$ cat config.mk
export PLATFORM = sky130hd
export DESIGN_NAME = dmem_lsu_ctrl_flat
export DESIGN_NICKNAME = d
export VERILOG_FILES = /design/src/rtl/dmem_pkg.sv /design/src/rtl/dmem_lsu_ctrl_if.sv /design/src/rtl/dmem_bank.sv /design/src/rtl/dmem_lsu_ctrl.sv /design/src/flat_wrapper.sv
export SDC_FILE = /design/constraint.sdc
export NUM_CORES = 2
export LEC_CHECK = 0
export CORE_ASPECT_RATIO = 1.25
export CORE_MARGIN = 1.5
export CORE_UTILIZATION = 35
export DETAILED_ROUTE_END_ITERATION = 16
export DONT_BUFFER_PORTS = 1
export PLACE_DENSITY_LB_ADDON = 0.1
export RECOVER_POWER = 50
export SLEW_MARGIN = 0
export SYNTH_ARGS = -nofsm -noshare
export SYNTH_HDL_FRONTEND = slang
export SYNTH_HIERARCHICAL = 1
export SYNTH_SLANG_ARGS = --single-unit
$ cat constraint.sdc
create_clock -name clk -period 10.7 [get_ports clk]
set_input_delay 2.14 -clock clk [delete_from_list [all_inputs] [get_ports clk]]
set_output_delay 2.14 -clock clk [all_outputs]
set_load 0.1 [all_outputs]
$ cat src/rtl/dmem_pkg.sv
// Shared encodings and helpers for the data-memory load/store controller.
package dmem_pkg;

   localparam logic [1:0] SZ_B = 2'd0;
   localparam logic [1:0] SZ_H = 2'd1;
   localparam logic [1:0] SZ_W = 2'd2;
   localparam logic [1:0] SZ_D = 2'd3;

   typedef logic [0:0] state_t;
   localparam state_t ST_IDLE  = 1'b0;
   localparam state_t ST_SPLIT = 1'b1;

   // 16-bit mask so a straddling access yields both doubleword halves at once
   function automatic logic [15:0] be_gen(input logic [1:0] size, input logic [2:0] off);
      logic [15:0] base;
      case (size)
         SZ_B:    base = 16'h0001;
         SZ_H:    base = 16'h0003;
         SZ_W:    base = 16'h000F;
         default: base = 16'h00FF;
      endcase
      return base << off;
   endfunction

   function automatic logic [63:0] load_ext(input logic [63:0] data, input logic [1:0] size,
                                            input logic uns);
      logic [63:0] res;
      case (size)
         SZ_B:    res = uns ? {56'd0, data[7:0]}  : {{56{data[7]}},  data[7:0]};
         SZ_H:    res = uns ? {48'd0, data[15:0]} : {{48{data[15]}}, data[15:0]};
         SZ_W:    res = uns ? {32'd0, data[31:0]} : {{32{data[31]}}, data[31:0]};
         default: res = data;
      endcase
      return res;
   endfunction

endpackage

$ cat src/rtl/dmem_lsu_ctrl_if.sv
// Request/response bundle between the MEM stage and the data-memory controller.
interface dmem_lsu_ctrl_if #(
   parameter int XLEN   = 64,
   parameter int ADDR_W = 64
);
   logic              req_valid;
   logic              req_ready;
   logic              req_we;
   logic [1:0]        req_size;
   logic              req_unsigned;
   logic [ADDR_W-1:0] req_addr;
   logic [XLEN-1:0]   req_wdata;
   logic              resp_valid;
   logic [XLEN-1:0]   resp_rdata;
   logic              resp_err;

   modport master (
      output req_valid, req_we, req_size, req_unsigned, req_addr, req_wdata,
      input  req_ready, resp_valid, resp_rdata, resp_err
   );

   modport slave (
      input  req_valid, req_we, req_size, req_unsigned, req_addr, req_wdata,
      output req_ready, resp_valid, resp_rdata, resp_err
   );
endinterface

$ cat src/rtl/dmem_bank.sv
// Single-port 64-bit RAM with byte enables and a registered read port.
module dmem_bank #(
   parameter int WORDS = 32,
   parameter int IDX_W = 5
) (
   input  logic             clk,
   input  logic             en,
   input  logic             we,
   input  logic [7:0]       be,
   input  logic [IDX_W-1:0] addr,
   input  logic [63:0]      wdata,
   output logic [63:0]      rdata
);
   logic [63:0] mem_q [WORDS];
   logic [63:0] rdata_q;

   // Storage is intentionally not reset
   always_ff @(posedge clk) begin
      if (en) begin
         if (we) begin
            for (int b = 0; b < 8; b++) begin
               if (be[b]) begin
                  mem_q[addr][8*b +: 8] <= wdata[8*b +: 8];
               end
            end
         end else begin
            rdata_q <= mem_q[addr];
         end
      end
   end

   assign rdata = rdata_q;
endmodule

$ cat src/rtl/dmem_lsu_ctrl.sv
// Load/store front end over a banked data memory; straddling accesses take two cycles.
// Define DMEM_MISALIGN_TRAP_EN to reject misaligned accesses instead of splitting them.
module dmem_lsu_ctrl #(
   parameter int XLEN        = 64,
   parameter int DEPTH_BYTES = 256,
   parameter int ADDR_W      = 64
) (
   input  logic          clk,
   input  logic          rst_n,
   dmem_lsu_ctrl_if.slave bus
);
   import dmem_pkg::*;

   localparam int WORDS = DEPTH_BYTES / 8;
   localparam int IDX_W = $clog2(WORDS);

   logic              fire_s, err_s, req_ready_s;
   logic [3:0]        nbytes_s;
   logic [2:0]        off_s;
   logic [ADDR_W:0]   end_addr_s;
   logic [15:0]       be16_s;
   logic [127:0]      wd128_s;
   logic [IDX_W-1:0]  idx_s;
   logic              do_split_s;

   logic              bank_en_s, bank_we_s;
   logic [7:0]        bank_be_s;
   logic [IDX_W-1:0]  bank_idx_s;
   logic [63:0]       bank_wdata_s, bank_rdata_s;
   logic [63:0]       raw_s, ext_s;

   logic              ph_valid_q, ph_valid_d, ph_last_q, ph_last_d, ph_err_q, ph_err_d;
   logic              ph_we_q, ph_we_d, ph_uns_q, ph_uns_d;
   logic [2:0]        ph_off_q, ph_off_d;
   logic [1:0]        ph_size_q, ph_size_d;
   logic              resp_valid_q, resp_valid_d, resp_err_q, resp_err_d;
   logic [XLEN-1:0]   resp_rdata_q, resp_rdata_d;
`ifndef DMEM_MISALIGN_TRAP_EN
   state_t            state_q, state_d;
   logic              ph_split_q, ph_split_d, sp_we_q, sp_we_d;
   logic [IDX_W-1:0]  sp_idx_q, sp_idx_d;
   logic [7:0]        sp_be_q, sp_be_d;
   logic [63:0]       sp_wdata_q, sp_wdata_d, part_lo_q, part_lo_d;
`endif

   // Accept-time geometry and range check; arithmetic is one bit wider so it cannot wrap
   always_comb begin
      nbytes_s   = 4'd1 << bus.req_size;
      off_s      = bus.req_addr[2:0];
      idx_s      = bus.req_addr[IDX_W+2:3];
      be16_s     = be_gen(bus.req_size, off_s);
      wd128_s    = {64'd0, 64'(bus.req_wdata)} << {off_s, 3'b000};
      end_addr_s = {1'b0, bus.req_addr} + (ADDR_W+1)'(nbytes_s) - (ADDR_W+1)'(1);
      err_s      = (end_addr_s >= (ADDR_W+1)'(DEPTH_BYTES)) ||
                   ((XLEN == 32) && (bus.req_size == SZ_D));
`ifdef DMEM_MISALIGN_TRAP_EN
      err_s      = err_s || ((off_s & (nbytes_s[2:0] - 3'd1)) != 3'd0);
      do_split_s = 1'b0;
      req_ready_s = 1'b1;
`else
      do_split_s = (({1'b0, off_s} + nbytes_s) > 4'd8) && !err_s;
      req_ready_s = (state_q == ST_IDLE);
`endif
      fire_s     = bus.req_valid && req_ready_s;
   end

   // Bank port: the pending second half of a split has priority over new requests
   always_comb begin
      bank_en_s    = 1'b0;
      bank_we_s    = bus.req_we;
      bank_be_s    = be16_s[7:0];
      bank_idx_s   = idx_s;
      bank_wdata_s = wd128_s[63:0];
`ifndef DMEM_MISALIGN_TRAP_EN
      if (state_q == ST_SPLIT) begin
         bank_en_s    = 1'b1;
         bank_we_s    = sp_we_q;
         bank_be_s    = sp_be_q;
         bank_idx_s   = sp_idx_q;
         bank_wdata_s = sp_wdata_q;
      end else
`endif
      if (fire_s && !err_s) begin
         bank_en_s = 1'b1;
      end else begin
         bank_en_s = 1'b0;
      end
   end

   dmem_bank #(.WORDS(WORDS), .IDX_W(IDX_W)) u_bank (
      .clk   (clk),
      .en    (bank_en_s),
      .we    (bank_we_s),
      .be    (bank_be_s),
      .addr  (bank_idx_s),
      .wdata (bank_wdata_s),
      .rdata (bank_rdata_s)
   );

   // In-flight request descriptor, consumed at the edge after its last bank access
   always_comb begin
      ph_valid_d = 1'b0;
      ph_last_d  = ph_last_q;
      ph_err_d   = ph_err_q;
      ph_we_d    = ph_we_q;
      ph_uns_d   = ph_uns_q;
      ph_off_d   = ph_off_q;
      ph_size_d  = ph_size_q;
`ifndef DMEM_MISALIGN_TRAP_EN
      ph_split_d = ph_split_q;
`endif
      if (fire_s) begin
         ph_valid_d = 1'b1;
         ph_last_d  = !do_split_s;
         ph_err_d   = err_s;
         ph_we_d    = bus.req_we;
         ph_uns_d   = bus.req_unsigned;
         ph_off_d   = off_s;
         ph_size_d  = bus.req_size;
`ifndef DMEM_MISALIGN_TRAP_EN
         ph_split_d = do_split_s;
      end else if (state_q == ST_SPLIT) begin
         ph_valid_d = 1'b1;
         ph_last_d  = 1'b1;
`endif
      end else begin
         ph_valid_d = 1'b0;
      end
   end

`ifndef DMEM_MISALIGN_TRAP_EN
   // Split bookkeeping: second-half bank command and the captured first read
   always_comb begin
      state_d    = ST_IDLE;
      sp_idx_d   = sp_idx_q;
      sp_be_d    = sp_be_q;
      sp_wdata_d = sp_wdata_q;
      sp_we_d    = sp_we_q;
      part_lo_d  = (state_q == ST_SPLIT) ? bank_rdata_s : part_lo_q;
      case (state_q)
         ST_IDLE:  state_d = (fire_s && do_split_s) ? ST_SPLIT : ST_IDLE;
         ST_SPLIT: state_d = ST_IDLE;
         default:  state_d = ST_IDLE;
      endcase
      if (fire_s) begin
         sp_idx_d   = idx_s + IDX_W'(1);
         sp_be_d    = be16_s[15:8];
         sp_wdata_d = wd128_s[127:64];
         sp_we_d    = bus.req_we;
      end else begin
         sp_idx_d   = sp_idx_q;
      end
   end
`endif

   // Response assembly: align, stitch split halves, extend; stores and errors return zero
   always_comb begin
      raw_s = bank_rdata_s >> {ph_off_q, 3'b000};
`ifndef DMEM_MISALIGN_TRAP_EN
      if (ph_split_q) begin
         raw_s = (part_lo_q >> {ph_off_q, 3'b000}) |
                 (bank_rdata_s << {(4'd8 - {1'b0, ph_off_q}), 3'b000});
      end else begin
         raw_s = bank_rdata_s >> {ph_off_q, 3'b000};
      end
`endif
      ext_s        = load_ext(raw_s, ph_size_q, ph_uns_q);
      resp_valid_d = ph_valid_q && ph_last_q;
      resp_err_d   = resp_valid_d && ph_err_q;
      if (resp_valid_d && !ph_err_q && !ph_we_q) begin
         resp_rdata_d = XLEN'(ext_s);
      end else begin
         resp_rdata_d = {XLEN{1'b0}};
      end
   end

   // State and response registers
   always_ff @(posedge clk or negedge rst_n) begin
      if (!rst_n) begin
         ph_valid_q   <= 1'b0;
         ph_last_q    <= 1'b0;
         ph_err_q     <= 1'b0;
         ph_we_q      <= 1'b0;
         ph_uns_q     <= 1'b0;
         ph_off_q     <= 3'd0;
         ph_size_q    <= 2'd0;
         resp_valid_q <= 1'b0;
         resp_err_q   <= 1'b0;
         resp_rdata_q <= {XLEN{1'b0}};
`ifndef DMEM_MISALIGN_TRAP_EN
         state_q      <= ST_IDLE;
         ph_split_q   <= 1'b0;
         sp_we_q      <= 1'b0;
         sp_idx_q     <= {IDX_W{1'b0}};
         sp_be_q      <= 8'h00;
         sp_wdata_q   <= 64'd0;
         part_lo_q    <= 64'd0;
`endif
      end else begin
         ph_valid_q   <= ph_valid_d;
         ph_last_q    <= ph_last_d;
         ph_err_q     <= ph_err_d;
         ph_we_q      <= ph_we_d;
         ph_uns_q     <= ph_uns_d;
         ph_off_q     <= ph_off_d;
         ph_size_q    <= ph_size_d;
         resp_valid_q <= resp_valid_d;
         resp_err_q   <= resp_err_d;
         resp_rdata_q <= resp_rdata_d;
`ifndef DMEM_MISALIGN_TRAP_EN
         state_q      <= state_d;
         ph_split_q   <= ph_split_d;
         sp_we_q      <= sp_we_d;
         sp_idx_q     <= sp_idx_d;
         sp_be_q      <= sp_be_d;
         sp_wdata_q   <= sp_wdata_d;
         part_lo_q    <= part_lo_d;
`endif
      end
   end

   assign bus.req_ready  = req_ready_s;
   assign bus.resp_valid = resp_valid_q;
   assign bus.resp_err   = resp_err_q;
   assign bus.resp_rdata = resp_rdata_q;
endmodule

$ cat src/flat_wrapper.sv
// flat-port wrapper written by rule: the top's interface ports become plain ports
module dmem_lsu_ctrl_flat import dmem_pkg::*;
#(
   parameter int XLEN        = 64,
   parameter int DEPTH_BYTES = 256,
   parameter int ADDR_W      = 64
)
  (clk, rst_n, bus_req_valid, bus_req_we, bus_req_size, bus_req_unsigned, bus_req_addr, bus_req_wdata, bus_req_ready, bus_resp_valid, bus_resp_rdata, bus_resp_err);
  dmem_lsu_ctrl_if #(.XLEN(XLEN), .ADDR_W(ADDR_W)) bus_i ();
  input  logic clk;
  input  logic rst_n;
  input wire logic [$bits(bus_i.req_valid)-1:0] bus_req_valid;
  input wire logic [$bits(bus_i.req_we)-1:0] bus_req_we;
  input wire logic [$bits(bus_i.req_size)-1:0] bus_req_size;
  input wire logic [$bits(bus_i.req_unsigned)-1:0] bus_req_unsigned;
  input wire logic [$bits(bus_i.req_addr)-1:0] bus_req_addr;
  input wire logic [$bits(bus_i.req_wdata)-1:0] bus_req_wdata;
  output wire logic [$bits(bus_i.req_ready)-1:0] bus_req_ready;
  output wire logic [$bits(bus_i.resp_valid)-1:0] bus_resp_valid;
  output wire logic [$bits(bus_i.resp_rdata)-1:0] bus_resp_rdata;
  output wire logic [$bits(bus_i.resp_err)-1:0] bus_resp_err;
  assign bus_i.req_valid = bus_req_valid;
  assign bus_i.req_we = bus_req_we;
  assign bus_i.req_size = bus_req_size;
  assign bus_i.req_unsigned = bus_req_unsigned;
  assign bus_i.req_addr = bus_req_addr;
  assign bus_i.req_wdata = bus_req_wdata;
  assign bus_req_ready = bus_i.req_ready;
  assign bus_resp_valid = bus_i.resp_valid;
  assign bus_resp_rdata = bus_i.resp_rdata;
  assign bus_resp_err = bus_i.resp_err;
  dmem_lsu_ctrl #(.XLEN(XLEN), .DEPTH_BYTES(DEPTH_BYTES), .ADDR_W(ADDR_W)) u_core (.clk(clk), .rst_n(rst_n), .bus(bus_i));
endmodule
* Word-level counts from Yosys, hierarchy flattened
Memory sizes are Yosys's and may differ from the RTL's. A register that Yosys moved wholly into a read port is not among the register bits.
Cells that the tools add are included.
** Storage, ports and cells
- Register bits :: 219
- RAM bits :: 2048
- Input bits :: 135
- Output and inout bits :: 67
- Logic and storage cells :: 104
- Memories :: 1
** Memory list
- u_core.u_bank.mem_q :: depth 32, width 64, read ports 1, clocked after Yosys merged registers in 1, wr ports 1, line dmem_bank.sv:14 : logic [63:0] mem_q [WORDS];
** Cells by class
- Add/sub/neg operators :: 5
- Order comparisons :: 2
- Equality and inequality tests :: 4
- Shifts and indexed selects :: 6
- Multiplexer cells :: 51
- Bitwise gates (word level) :: 3
- Reduce and logical (&&, ||, !) cells :: 16
** Operator list (count)
- $mux W64 :: 6
- $pmux W64 S3 :: 1
- $shl A64 B6 Y128 :: 1
- $shr A64 B6 Y64 :: 2
- $add A64 B4 Y65 :: 1
- $ge A65 B9 Y1 const B :: 1
- $sub A65 B1 Y65 const B :: 1
- $or A64 B64 Y64 :: 1
- $shl A64 B7 Y64 :: 1
- $mux W1 :: 40
- $pmux W8 S3 :: 1
- $shl A8 B3 Y16 :: 1
- $logic_and A1 B1 Y1 :: 8
- $mux W8 :: 1
- $add A5 B1 Y5 const B :: 1
- $mux W5 :: 1
- $add A3 B4 Y4 :: 1
- $eq A2 B1 Y1 const B :: 2
- $eq A2 B2 Y1 const B :: 2
- $gt A4 B4 Y1 const B :: 1
- $logic_not A1 Y1 :: 4
- $logic_not A2 Y1 :: 2
- $shl A1 B2 Y4 const A :: 1
- $sub A4 B3 Y4 const A :: 1
- 4 further kinds :: 5

* Depth between registers and ports, before layout
- Word-level depth :: 10
- Gate-level depth with buffers :: 24
- Gate-level depth less buffers :: 20

* Cells and area by module
The synthesis kept the hierarchy.
** Modules (own cells, without submodules)
- dmem_bank :: instances 1, cells each 4429, area each 80679.9 um^2, seq. area each 63420.8 um^2
- dmem_lsu_ctrl :: instances 1, cells each 2747, area each 21145.3 um^2, seq. area each 5255.0 um^2

* Worst setup path after synthesis
Ideal clock, no wire load.
- Path type :: input to register
- Start point :: in bus_req_addr[0]
- End point :: reg u_core.u_bank.rdata_q[0], in the netlist u_core/u_bank/rdata[0] (read register of u_core.u_bank.mem_q), enable pin
- Library setup time :: 0.494 ns
- Arrival :: 8.814 ns
- Required time :: 10.206 ns
- Setup slack :: 1.392 ns
- Cell stages on the path :: 20
- Buffers on the path :: 3
- Cells stage by stage :: clkbuf_1 -> inv_1 -> clkbuf_1 -> buf_1 -> ha_1 -> inv_1 -> ha_1 -> inv_1 -> fa_1 -> nor2b_4 -> o31a_4 -> o21a_4 -> o2111ai_1 -> nand4_1 -> and3_1 -> a2111oi_4 -> nand4_1 -> or4_4 -> o21ai_1 -> nor2b_1
** On the way
- Cells in the longest elaborated chain, start to end :: 8
** RTL lines
- start: declaration :: line flat_wrapper.sv:16 : input wire logic [$bits(bus_i.req_addr)-1:0] bus_req_addr;
- $add A64 B4 Y65 :: line dmem_lsu_ctrl.sv:53 : end_addr_s = {1'b0, bus.req_addr} + (ADDR_W+1)'(nbytes_s) - (ADDR_W+1)'(1);
- $sub A65 B1 Y65 :: line dmem_lsu_ctrl.sv:53
- $ge A65 B9 Y1 :: line dmem_lsu_ctrl.sv:54 : err_s = (end_addr_s >= (ADDR_W+1)'(DEPTH_BYTES)) ||
- $logic_not A1 Y1 :: line dmem_lsu_ctrl.sv:83 : if (fire_s && !err_s) begin
- $logic_and A1 B1 Y1 :: line dmem_lsu_ctrl.sv:83
- $mux W1 :: line dmem_lsu_ctrl.sv:83
- $mux W1 :: line dmem_lsu_ctrl.sv:75 : if (state_q == ST_SPLIT) begin
- net u_core.bank_en_s :: line dmem_lsu_ctrl.sv:26 : logic bank_en_s, bank_we_s;
- $reduce_and A2 Y1 (no source line)
- end: declaration :: line dmem_bank.sv:15 : logic [63:0] rdata_q;
The timed path passes the listed nets, and every way through them passes these cells.
A chain may end at the register's enable or synchronous reset.

* Worst setup path in the final report
- Start point :: reg u_core.ph_off_q[1]
- End point :: reg u_core.resp_rdata_q[63], in the netlist u_core/bus.resp_rdata[63]
** On the way
- Cells in the longest elaborated chain, start to end :: 7
- Elaborated cells between the ends (all ways) :: 11
- Classes of those cells :: add/sub: 1; shift: 3; mux: 6; bitwise: 1
** RTL lines
- start: declaration :: line dmem_lsu_ctrl.sv:34 : logic [2:0] ph_off_q, ph_off_d;
- start signal: assignment :: line dmem_lsu_ctrl.sv:205 : ph_off_q <= ph_off_d;
- $sub A4 B3 Y4 :: line dmem_lsu_ctrl.sv:162 : (bank_rdata_s << {(4'd8 - {1'b0, ph_off_q}), 3'b000});
- $shl A64 B7 Y64 :: line dmem_lsu_ctrl.sv:162
- $or A64 B64 Y64 :: line dmem_lsu_ctrl.sv:161 : raw_s = (part_lo_q >> {ph_off_q, 3'b000}) |
- $mux W64 * :: line dmem_lsu_ctrl.sv:160 : if (ph_split_q) begin
- $mux W64 (on tied branches) :: line dmem_pkg.sv:31, dmem_pkg.sv:29, dmem_pkg.sv:30
- $pmux W64 S3 * :: line dmem_pkg.sv:28 : case (size)
- $mux W64 * :: line dmem_lsu_ctrl.sv:170 : if (resp_valid_d && !ph_err_q && !ph_we_q) begin
- net u_core.resp_rdata_d[63] :: line dmem_lsu_ctrl.sv:37 : logic [XLEN-1:0] resp_rdata_q, resp_rdata_d;
- end signal: assignment :: line dmem_lsu_ctrl.sv:189 : resp_rdata_q <= {XLEN{1'b0}};
- end signal: assignment :: line dmem_lsu_ctrl.sv:209 : resp_rdata_q <= resp_rdata_d;
- end: declaration :: line dmem_lsu_ctrl.sv:37
Mark *: on every way through the listed nets, which the timed path passes. The rest lies on a longest branch.

==> metrics.txt <==
# TYPE chip_impl_metric gauge
chip_impl_metric{name="power_density",unit="mW/mm²"} 177
chip_impl_metric{name="synth_top_cell_area_share",unit=""} 0.623
chip_impl_metric{name="drt_first_pass_iters",unit=""} 6
chip_impl_metric{name="vdd_drop_max",unit="mV"} 0.138
chip_impl_metric{name="totalPowerFinal",unit="mW"} 20.0
chip_impl_metric{name="num_vias",unit=""} 63300
chip_impl_info{name="cts_tree",value="built"} 1
chip_impl_info{name="critical_path_class",value="reg2reg"} 1
chip_impl_metric{name="final.setup_skew",unit="ns"} 0.0512
chip_impl_metric{name="setup-tns-final",unit="ns"} 0
chip_impl_metric{name="placedCellCount",unit=""} 10600
chip_impl_metric{name="final.min_clock_period",unit="ns"} 8.07
chip_impl_metric{name="grt_start_max_net_pins",unit=""} 211
chip_impl_metric{name="routed_wl",unit="µm"} 365000
chip_impl_metric{name="post_cts_clock_slew_at_the_launch_and_capture_registers_of_the_worst_setup_and_hold_paths",unit="ns"} 0.06
chip_impl_metric{name="hold_viol",unit=""} 0
chip_impl_metric{name="peak_freq",unit="GHz"} 0.124
chip_impl_metric{name="drive_above_1_share",unit=""} 0.0894
chip_impl_info{name="netlist.top_cell.by_area",value="edfxtp_1"} 1
chip_impl_metric{name="clk-insertion-delay-late",unit="ns"} 0.91
chip_impl_metric{name="ys_types",unit=""} 101
chip_impl_info{name="holdCritPathClass",value="reg2reg"} 1
chip_impl_metric{name="maxCapViolCount",unit=""} 68
chip_impl_metric{name="worstPathRequired",unit="ns"} 11.39
chip_impl_metric{name="synth-seq-cells",unit=""} 2322
chip_impl_metric{name="cts-resized-gates",unit=""} 0
chip_impl_metric{name="place.detailed.hpwl",unit="µm"} 243000
chip_impl_metric{name="syn-mean-instance-area",unit="µm²"} 14.2
chip_impl_info{name="timing.critical_path.from_type",value="flop"} 1
chip_impl_metric{name="fp.dieH",unit="µm"} 606
chip_impl_info{name="synth.most_common_cell",value="edfxtp_1"} 1
chip_impl_metric{name="fin_util",unit=""} 0.390
chip_impl_metric{name="initial_antenna_violation_count",unit=""} 67
chip_impl_metric{name="drt_via_density",unit=""} 5.71
chip_impl_metric{name="number_of_instances_on_the_worst_hold_path",unit=""} 2
chip_impl_metric{name="p_leak",unit="nW"} 38.8
chip_impl_metric{name="ys_warn_count",unit=""} 6
chip_impl_metric{name="via_count_of_the_first_global_routing_pass",unit=""} 63400
chip_impl_metric{name="seq_area_frac_synth",unit=""} 0.674
chip_impl_metric{name="post_cts_buffers",unit=""} 0
chip_impl_info{name="synth_top_cells_by_area",value="edfxtp_1 (62%), mux2i_1 (11%), dfrtp_1 (5.2%)"} 1
chip_impl_metric{name="wl_per_cell",unit="µm"} 33.0
chip_impl_metric{name="finalMaxSlewViolations",unit=""} 2253
chip_impl_metric{name="cts_max_path_buffers",unit=""} 4
chip_impl_metric{name="syn_inst",unit=""} 7176
chip_impl_metric{name="antenna_left",unit=""} 0
chip_impl_metric{name="cp_data_arrival_time",unit="ns"} 8.76
chip_impl_metric{name="io_pins",unit=""} 202
chip_impl_metric{name="edff_count_synth",unit=""} 2112
chip_impl_metric{name="grtUsageTotal",unit=""} 0.242
chip_impl_metric{name="grt_overflow_total",unit=""} 0
chip_impl_metric{name="core.rowCount",unit=""} 221
chip_impl_info{name="yosys_most_used_dff",value="edfxtp_1"} 1
chip_impl_info{name="critical_path.endpoint_type",value="flop"} 1
chip_impl_metric{name="fp.coreArea",unit="mm²"} 0.290
chip_impl_metric{name="count_of_h_tree_levels_built_during_cts",unit=""} 4
chip_impl_metric{name="post-route-period-util",unit=""} 0.755
chip_impl_metric{name="gpl.final_weighted_congestion",unit=""} 0.913
chip_impl_metric{name="synth.net_count",unit=""} 7390
chip_impl_metric{name="post_dp_cell_area",unit="mm²"} 0.106
chip_impl_metric{name="slew_headroom",unit=""} -1.35
chip_impl_metric{name="cts-buffers-inserted",unit=""} 235
chip_impl_metric{name="ff2ff_path_depth",unit=""} 11
chip_impl_metric{name="number_of_nets_in_the_final_layout",unit=""} 7282
chip_impl_metric{name="max_slew.worst_pin.slew",unit="ns"} 3.53
chip_impl_metric{name="synth_to_layout_area_growth",unit="%"} 11.1
chip_impl_metric{name="dr_drc_count",unit=""} 0
chip_impl_info{name="failed_checks",value="max-capacitance violations, max-slew violations"} 1
chip_impl_metric{name="cts.sinks",unit=""} 2322
chip_impl_info{name="status",value="finished, violations left"} 1
chip_impl_metric{name="final-instance-count-excl-fill",unit=""} 11100
chip_impl_metric{name="starting_density_of_the_core",unit=""} 0.351
chip_impl_info{name="clock-root-buffer",value="clkbuf_16"} 1
chip_impl_metric{name="die_w",unit="µm"} 485
chip_impl_metric{name="port-buffer-count",unit=""} 0
chip_impl_metric{name="grt_pass1_wl",unit="µm"} 501000
chip_impl_metric{name="design.die.area",unit="mm²"} 0.294
chip_impl_metric{name="synth_area",unit="mm²"} 0.102
chip_impl_metric{name="fin_area",unit="mm²"} 0.113
chip_impl_metric{name="first_iter_violations",unit=""} 5710
chip_impl_metric{name="maximum_fanout_count_along_the_critical_path",unit=""} 51
chip_impl_metric{name="ctsHoldBuffers",unit=""} 0
chip_impl_metric{name="finalSetupViolations",unit=""} 0
chip_impl_info{name="most_instantiated_cells_after_synthesis",value="edfxtp_1 (2112), mux2i_1 (1163), o22ai_1 (530)"} 1
chip_impl_info{name="rsz_0062_raised_after_global_routing",value="false"} 1
chip_impl_metric{name="asyncSetResetFlopFracSynth",unit=""} 0.0904
critical path, stage by stage, from the launching register on:
cell and delay, ns:
dfrtp_2 0.33, clkbuf_1 1.29, inv_1 1.16, ha_1 1.61, buf_4 0.63, o31a_1 0.24
a21oi_1 0.05, o21ai_0 0.59, mux2i_1 0.23, nand2_1 0.58, a21o_1 0.88, a21oi_1 0.20
sequential cells by signal, summed over array words and instances (netlist names):
register,cells
u_core/state_q,1
u_core/ph_split_q,1
u_core/sp_be_q,7
u_core/bus.resp_rdata,64
u_core/u_bank/rdata,64
u_core/bus.resp_err,1
u_core/part_lo_q,64
u_core/ph_last_q,1
u_core/sp_we_q,1
u_core/u_bank/mem_q,2048
u_core/ph_size_q,2
u_core/ph_uns_q,1
u_core/ph_err_q,1
u_core/bus.resp_valid,1
u_core/ph_valid_q,1
u_core/ph_off_q,3
u_core/sp_idx_q,5
u_core/sp_wdata_q,56
logic make-up (layout without fill, tap and decap cells):
logic type                 count (synthesis)  count (layout)  synth area share
AOI/OAI and AO/OA                       1505            1505            0.0944
xor gates and xnor gates                  36              36           0.00310
adders and majority gates                 81              81            0.0101
buffers and inverters                    575             645            0.0259
DFF                                     2322            2322             0.674
muxes                                   1289            1289             0.130
other                                      0              47                 0
and+or+nand+nor                         1368            1368            0.0624
layout make-up:
| type | count | area (µm²) |
|---|---|---|
| Inverter | 101 | 379 |
| Antenna cell | 47 | 118 |
| Tap cell | 3791 | 4740 |
| Clock inverter | 127 | 1370 |
| Clock buffer | 288 | 6150 |
| Timing Repair Buffer | 129 | 867 |
| Fill cell | 27000 | 177000 |
| Multi-Input combinational cell | 4279 | 30800 |
| Sequential cell | 2322 | 68700 |
power breakdown:
part / switching [mW] / internal (mW)
registers: 0.0218 / 10.0
logic: 1.28 / 0.471
clock network: 3.51 / 4.68
total: 4.82 / 15.2
stage by stage:
step / setup slack (ns) / hold slack [ns]
2_1_floorplan: 1.39 / 0.442
3_3_place_gp: 2.28 / 0.461
3_5_place_dp: 2.21 / 0.466
4_1_cts: 3.15 / 0.480
5_1_grt: 2.20 / 0.500
6_report: 2.63 / 0.477
cell usage in the layout (no fill, tap or decap), types with 18 or more instances in the layout:
master,count
inv_1,96
nand4_1,47
a22oi_1,18
o211ai_1,24
nor2_1,454
a21oi_1,306
mux2i_1,1163
buf_4,76
o22a_1,19
diode_2,47
mux2_2,113
o22ai_1,530
a21o_1,19
ha_1,77
a22o_1,64
clkbuf_16,236
bufinv_16,25
clkinv_2,27
clkinvlp_4,19
a211oi_1,77
nor3_1,31
clkbuf_1,92
nand2b_1,22
nor4_1,141
nor2b_1,51
edfxtp_1,2112
o221ai_1,25
and3_1,22
nand3_1,48
o21ai_0,240
clkinv_1,41
dfrtp_1,206
nand2_1,416
xor2_1,21
nand2_2,33
routing by layer:
metal / track usage / vias up / routed length, µm
met1: 0.291 / 32400 / 142000
li1: - / 27800 / -
met4: 0.112 / 32 / 17000
met5: 0 / - / 237
met3: 0.0450 / 615 / 23900
met2: 0.419 / 2441 / 182000
worst paths after layout:
check / startpoint / to / slack (ns)
max in group asynchronous: rst_n / u_core/sp_wdata_q[24] / 9.45
hold / removal: u_core/sp_be_q[6] / u_core/sp_be_q[6] / 0.48
setup reg to reg: u_core/ph_off_q[1] / u_core/bus.resp_rdata[63] / 2.63
setup / recovery: u_core/ph_off_q[1] / u_core/bus.resp_rdata[63] / 2.63
min in group asynchronous: rst_n / u_core/part_lo_q[38] / 0.95
hold reg to reg: u_core/sp_be_q[6] / u_core/sp_be_q[6] / 0.48
Note: power is estimated with default switching activity, not from simulation.
